==> src/rtl/mem_arbiter.sv <==
// mem_arbiter: NUM_CHANNELS independent channel FSMs that claim and relay consumer reads/writes.
// Optional MEM_ARB_ROUND_ROBIN_EN rotates the consumer search start; otherwise consumer 0 has fixed priority.
`default_nettype none

module mem_arbiter #(
  parameter int ADDR_BITS     = 8,
  parameter int DATA_BITS     = 32,
  parameter int NUM_CONSUMERS = 8,
  parameter int NUM_CHANNELS  = 4
) (
  input  logic                                 clk,
  input  logic                                 reset,
  input  logic [NUM_CONSUMERS-1:0]             consumer_read_valid,
  input  logic [NUM_CONSUMERS*ADDR_BITS-1:0]   consumer_read_address,
  output logic [NUM_CONSUMERS-1:0]             consumer_read_ready,
  output logic [NUM_CONSUMERS*DATA_BITS-1:0]   consumer_read_data,
  input  logic [NUM_CONSUMERS-1:0]             consumer_write_valid,
  input  logic [NUM_CONSUMERS*ADDR_BITS-1:0]   consumer_write_address,
  input  logic [NUM_CONSUMERS*DATA_BITS-1:0]   consumer_write_data,
  output logic [NUM_CONSUMERS-1:0]             consumer_write_ready,
  output logic [NUM_CHANNELS-1:0]              mem_read_valid,
  output logic [NUM_CHANNELS*ADDR_BITS-1:0]    mem_read_address,
  input  logic [NUM_CHANNELS-1:0]              mem_read_ready,
  input  logic [NUM_CHANNELS*DATA_BITS-1:0]    mem_read_data,
  output logic [NUM_CHANNELS-1:0]              mem_write_valid,
  output logic [NUM_CHANNELS*ADDR_BITS-1:0]    mem_write_address,
  output logic [NUM_CHANNELS*DATA_BITS-1:0]    mem_write_data,
  input  logic [NUM_CHANNELS-1:0]              mem_write_ready
);

  localparam int CIDX_BITS = (NUM_CONSUMERS > 1) ? $clog2(NUM_CONSUMERS) : 1;

  typedef enum logic [2:0] {
    ST_IDLE           = 3'd0,
    ST_READ_WAITING   = 3'd1,
    ST_WRITE_WAITING  = 3'd2,
    ST_READ_RELAYING  = 3'd3,
    ST_WRITE_RELAYING = 3'd4
  } state_t;

  state_t                 state      [NUM_CHANNELS];
  state_t                 state_next [NUM_CHANNELS];
  logic [CIDX_BITS-1:0]   owner      [NUM_CHANNELS];
  logic [CIDX_BITS-1:0]   owner_next [NUM_CHANNELS];
  logic [NUM_CHANNELS-1:0]  claim_go;
  logic [NUM_CHANNELS-1:0]  claim_read;
  logic [NUM_CONSUMERS-1:0] claimed;
  logic [NUM_CONSUMERS-1:0] taken;
`ifdef MEM_ARB_ROUND_ROBIN_EN
  logic [CIDX_BITS-1:0]   rr_ptr;
  logic [CIDX_BITS-1:0]   rr_ptr_next;
`endif

  always_comb begin : p_next
    logic                 found;
    int                   start;
    int                   idx;
    logic [CIDX_BITS-1:0] cidx;
    found = 1'b0;
    idx   = 0;
    cidx  = '0;
    claimed = '0;
    for (int ch = 0; ch < NUM_CHANNELS; ch++) begin
      if (state[ch] != ST_IDLE) claimed[owner[ch]] = 1'b1;
    end
    // Consumers taken by lower-index channels this cycle are invisible to higher ones.
    taken = claimed;
`ifdef MEM_ARB_ROUND_ROBIN_EN
    start       = int'(rr_ptr);
    rr_ptr_next = rr_ptr;
`else
    start = 0;
`endif
    for (int ch = 0; ch < NUM_CHANNELS; ch++) begin
      state_next[ch] = state[ch];
      owner_next[ch] = owner[ch];
      claim_go[ch]   = 1'b0;
      claim_read[ch] = 1'b0;
      case (state[ch])
        ST_IDLE: begin
          found = 1'b0;
          for (int k = 0; k < NUM_CONSUMERS; k++) begin
            idx  = (start + k) % NUM_CONSUMERS;
            cidx = CIDX_BITS'(idx);
            if (!found && !taken[cidx] &&
                (consumer_read_valid[cidx] || consumer_write_valid[cidx])) begin
              found          = 1'b1;
              taken[cidx]    = 1'b1;
              owner_next[ch] = cidx;
              claim_go[ch]   = 1'b1;
              claim_read[ch] = consumer_read_valid[cidx];
              state_next[ch] = consumer_read_valid[cidx] ? ST_READ_WAITING : ST_WRITE_WAITING;
`ifdef MEM_ARB_ROUND_ROBIN_EN
              rr_ptr_next    = CIDX_BITS'((idx + 1) % NUM_CONSUMERS);
`endif
            end
          end
        end
        ST_READ_WAITING:   if (mem_read_ready[ch])              state_next[ch] = ST_READ_RELAYING;
        ST_WRITE_WAITING:  if (mem_write_ready[ch])             state_next[ch] = ST_WRITE_RELAYING;
        ST_READ_RELAYING:  if (!consumer_read_valid[owner[ch]])  state_next[ch] = ST_IDLE;
        ST_WRITE_RELAYING: if (!consumer_write_valid[owner[ch]]) state_next[ch] = ST_IDLE;
        default:                                                 state_next[ch] = ST_IDLE;
      endcase
    end
  end

  always_ff @(posedge clk) begin
    if (reset) begin
      for (int ch = 0; ch < NUM_CHANNELS; ch++) begin
        state[ch] <= ST_IDLE;
        owner[ch] <= '0;
      end
`ifdef MEM_ARB_ROUND_ROBIN_EN
      rr_ptr <= '0;
`endif
      consumer_read_ready  <= '0;
      consumer_read_data   <= '0;
      consumer_write_ready <= '0;
      mem_read_valid       <= '0;
      mem_read_address     <= '0;
      mem_write_valid      <= '0;
      mem_write_address    <= '0;
      mem_write_data       <= '0;
    end else begin
`ifdef MEM_ARB_ROUND_ROBIN_EN
      rr_ptr <= rr_ptr_next;
`endif
      for (int ch = 0; ch < NUM_CHANNELS; ch++) begin
        state[ch] <= state_next[ch];
        owner[ch] <= owner_next[ch];
        if (claim_go[ch]) begin
          if (claim_read[ch]) begin
            mem_read_valid[ch] <= 1'b1;
            mem_read_address[ch*ADDR_BITS +: ADDR_BITS] <=
              consumer_read_address[int'(owner_next[ch])*ADDR_BITS +: ADDR_BITS];
          end else begin
            mem_write_valid[ch] <= 1'b1;
            mem_write_address[ch*ADDR_BITS +: ADDR_BITS] <=
              consumer_write_address[int'(owner_next[ch])*ADDR_BITS +: ADDR_BITS];
            mem_write_data[ch*DATA_BITS +: DATA_BITS] <=
              consumer_write_data[int'(owner_next[ch])*DATA_BITS +: DATA_BITS];
          end
        end
        case (state[ch])
          ST_READ_WAITING: if (mem_read_ready[ch]) begin
            mem_read_valid[ch]          <= 1'b0;
            consumer_read_ready[owner[ch]] <= 1'b1;
            consumer_read_data[int'(owner[ch])*DATA_BITS +: DATA_BITS] <=
              mem_read_data[ch*DATA_BITS +: DATA_BITS];
          end
          ST_WRITE_WAITING: if (mem_write_ready[ch]) begin
            mem_write_valid[ch]             <= 1'b0;
            consumer_write_ready[owner[ch]] <= 1'b1;
          end
          ST_READ_RELAYING:
            if (!consumer_read_valid[owner[ch]]) consumer_read_ready[owner[ch]] <= 1'b0;
          ST_WRITE_RELAYING:
            if (!consumer_write_valid[owner[ch]]) consumer_write_ready[owner[ch]] <= 1'b0;
          default: ;
        endcase
      end
    end
  end

endmodule

`default_nettype wire

==> config.mk <==
export PLATFORM = sky130hd
export DESIGN_NAME = mem_arbiter
export DESIGN_NICKNAME = d
export VERILOG_FILES = /design/src/rtl/mem_arbiter.sv
export SDC_FILE = /design/constraint.sdc
export NUM_CORES = 2
export LEC_CHECK = 0
export CAP_MARGIN = 20
export CORE_AREA = 2 2 393 395
export DETAILED_ROUTE_END_ITERATION = 8
export DIE_AREA = 0 0 395 397
export SLEW_MARGIN = 20
export SYNTH_ARGS = -nofsm -noshare
export SYNTH_HDL_FRONTEND = slang
export SYNTH_SLANG_ARGS = --single-unit
==> constraint.sdc <==
create_clock -name clk -period 10.4 [get_ports clk]
set_input_delay 2.08 -clock clk [delete_from_list [all_inputs] [get_ports clk]]
set_output_delay 2.08 -clock clk [all_outputs]
set_load 0.02 [all_outputs]
==> qor.csv <==
metric,value,unit
grt_pass1_vias,48700,
syn2layout_area_growth,32.5,%
cts_resized,0,
hold_ws,462,ps
cts_buffers,71,
num_io_pins,1010,
htree_levels,3,
via_per_inst,6.30,
grt_setup_unrepaired,no,
relSlewSlack,0.222,
ir_drop,926,uV
period_share,0.732,
syn_nets,6243,
yosysWarningCount,0,
cp.arrival,8190,ps
io_buffers,1009,
nNetsFinal,6739,
drt_iter0_drc,6557,
final_util,0.362,
grtUsageMet3,0.101,
die_x,395,microns
clk_pin_slew,60,ps
dieArea,157000,sq um
worst_slew_pin_slew,1170,ps
rows,144,
leakage,19.8,nW
synth-async-reset-ratio,0,
wirelength,261000,microns
wire_per_inst,31.4,microns
core-area,153000,sq um
grt_max_degree,179,
fmax,131,MHz
hold_class,flip-flop to flip-flop,
post-cts-setup-buffer-count,0,
drv_cap,0,
grt-ovfl-total,0,
yosys-top-cells-area,"dfxtp_1 (24%), a211oi_1 (10%), a21oi_1 (7.7%), mux2i_1 (6.7%), nand2_1 (6.4%)",
met2_usage,0.477,
globalRoute.busiestLayer,met2,
post_synth.cell_area_avg,7.34,sq um
antenna_left,0,
syn-instance-count,5694,
num_vias,52400,
drc,0,
crit_type,input port to flip-flop,
ys_ff_latch,496,
setup_viol,0,
syn_area,41800,sq um
tns,0,ps
synth_top_cell_area_share,0.238,
worst_setup_path_end_kind,flip-flop,
status,finished clean,
dominantRegCellSynth,dfxtp_1,
synth.distinct_cells,112,
cts-hold-fix-buffers,0,
clockBufferDepth,3,
drv_slew,0,
antenna_found_initial,68,
power_density,404,nW/um^2
hpwlAfterDp,186000,microns
hold_viol,0,
clock_skew,41.7,ps
insertion_delay,700,ps
startpoint_type,input port,
fin_crit,7620,ps
gp_congestion,0.994,
use_met1,0.393,
drive_gt1_frac,0.0841,
synth_top_area_cell,dfxtp_1,
cts_tree,built,
die_h,397,microns
synth_edf_count,0,
synth-seq-area-share,0.238,
numClockSinks,496,
grtUsageTotal,0.316,
root_buffer,clkbuf_16,
grt_pass1_wl,368000,microns
fill_cells,15800,
critical_path_required,10970,ps
drt-pass1-iter-count,8,
start_util,0.273,
crit_fanout,42,
[sequential cells by signal, indices dropped and copies added (netlist names), 8 cells and up]
signal                flops
mem_write_data          128
consumer_read_data      256
state                    12
owner                    12
consumer_write_ready      8
mem_write_address        32
mem_read_address         32
consumer_read_ready       8
[kinds of logic (layout without fill, tap and decap cells)]
family / Yosys count / in the layout / synth area share
AO/OA/AOI/OAI: 1932 / 1932 / 0.333
XOR/XNOR: 1 / 1 / 0.000210
adder cells (fa/ha/maj): 14 / 14 / 0.00407
buffers and inverters: 727 / 1276 / 0.0747
flip-flops: 496 / 496 / 0.238
multiplexers: 389 / 389 / 0.122
other: 0 / 38 / 0
AND/OR/NAND/NOR: 2135 / 2135 / 0.228
[cell usage after synthesis (all sizes together), types with 19 or more instances]
library cell  count
a211oi          604
nand3           369
a22oi            38
a31oi            80
nor3            154
buf             196
mux2i           281
o21ai            47
mux4             96
nor3b            19
a311oi          156
a311o            41
nand2           712
nor2            680
a21oi           647
clkbuf          509
o22a             43
dfxtp           496
and3            110
o211a            40
a221oi          119
inv              20
[area by class of cell]
type / count / area (sq um) / area share
Inverter: 22 / 82.6 / 0.00149
Tap cell: 2044 / 2560 / 0.0462
Antenna cell: 38 / 95.1 / 0.00172
Sequential cell: 496 / 9930 / 0.180
Clock buffer: 107 / 2050 / 0.0371
Timing Repair Buffer: 1128 / 11200 / 0.202
Multi-Input combinational cell: 4471 / 29100 / 0.527
Clock inverter: 19 / 292 / 0.00527
[power breakdown]
group / total (mW) / internal, mW / switching (mW)
Sequential: 2.73 / 2.33 / 0.397
Combinational: 17.1 / 6.18 / 10.9
Clock: 2.56 / 1.45 / 1.11
[worst paths after layout]
path	slack (ps)	cells past startpoint	endpoint	start
worst max-delay path	2780	17	mem_write_data[78]$_SDFFE_PP0P_	consumer_read_valid[1]
worst max register to register	2970	17	mem_write_data[78]$_SDFFE_PP0P_	owner[0][0]$_SDFF_PP0_
worst min-delay path	460	2	mem_read_valid[1]$_SDFF_PP0_	mem_read_valid[1]$_SDFF_PP0_
worst min register to register	460	2	mem_read_valid[1]$_SDFF_PP0_	mem_read_valid[1]$_SDFF_PP0_
[metrics by stage]
step,instance area (sq um),total power [mW],instances,worst slack [ps]
floorplan,41800,14.3,5694,4840
global placement,52800,19.3,8160,2420
detailed placement,52900,19.5,8161,2280
CTS,55200,22.1,8287,3020
global route,55300,23.4,8316,2640
finish,55300,22.4,8325,2780
[critical path: stages]
cell and delay [ps]:
clkdlybuf4s50_1 650, nor2_1 190, a21oi_1 70, nand3_1 670, nand4_2 450, a221o_1 570, o31a_2 450, and3_1 240
a21oi_1 250, a41oi_4 140, buf_4 290, inv_2 90, buf_4 590, nand2_2 370, buf_4 390, o22a_1 250
a311oi_1 310
[cell usage in the layout (no fill, tap or decap), types with 11 or more instances in the layout]
cell / Yosys / routed
clkdlybuf4s50_1: 0 / 1008
and3_1: 108 / 104
clkbuf_1: 483 / 23
a211oi_1: 567 / 567
nor2_1: 677 / 667
mux4_2: 96 / 96
diode_2: 0 / 38
nor2_4: 0 / 11
dfxtp_1: 496 / 494
nand2_1: 711 / 701
a211oi_2: 37 / 37
a21oi_1: 642 / 640
inv_1: 19 / 19
a22oi_1: 33 / 32
a221oi_2: 20 / 21
o21ai_0: 43 / 43
a311oi_1: 155 / 154
o22a_1: 43 / 43
a311o_1: 40 / 40
clkbuf_8: 0 / 12
clkbuf_16: 0 / 72
buf_4: 24 / 106
o211a_1: 40 / 40
a31oi_1: 76 / 75
nor3_1: 148 / 143
o211ai_1: 13 / 13
a221oi_1: 99 / 98
nor3b_2: 8 / 11
nand2_2: 1 / 11
buf_12: 2 / 12
nand3_1: 365 / 358
mux2i_1: 281 / 281
[routing by layer]
metal / vias up / part of all wire
met5: - / 0.0015
met4: 60 / 0.070
met3: 819 / 0.12
met2: 3893 / 0.42
met1: 25100 / 0.38
li1: 22500 / -
(Power assumes the default switching activity.)
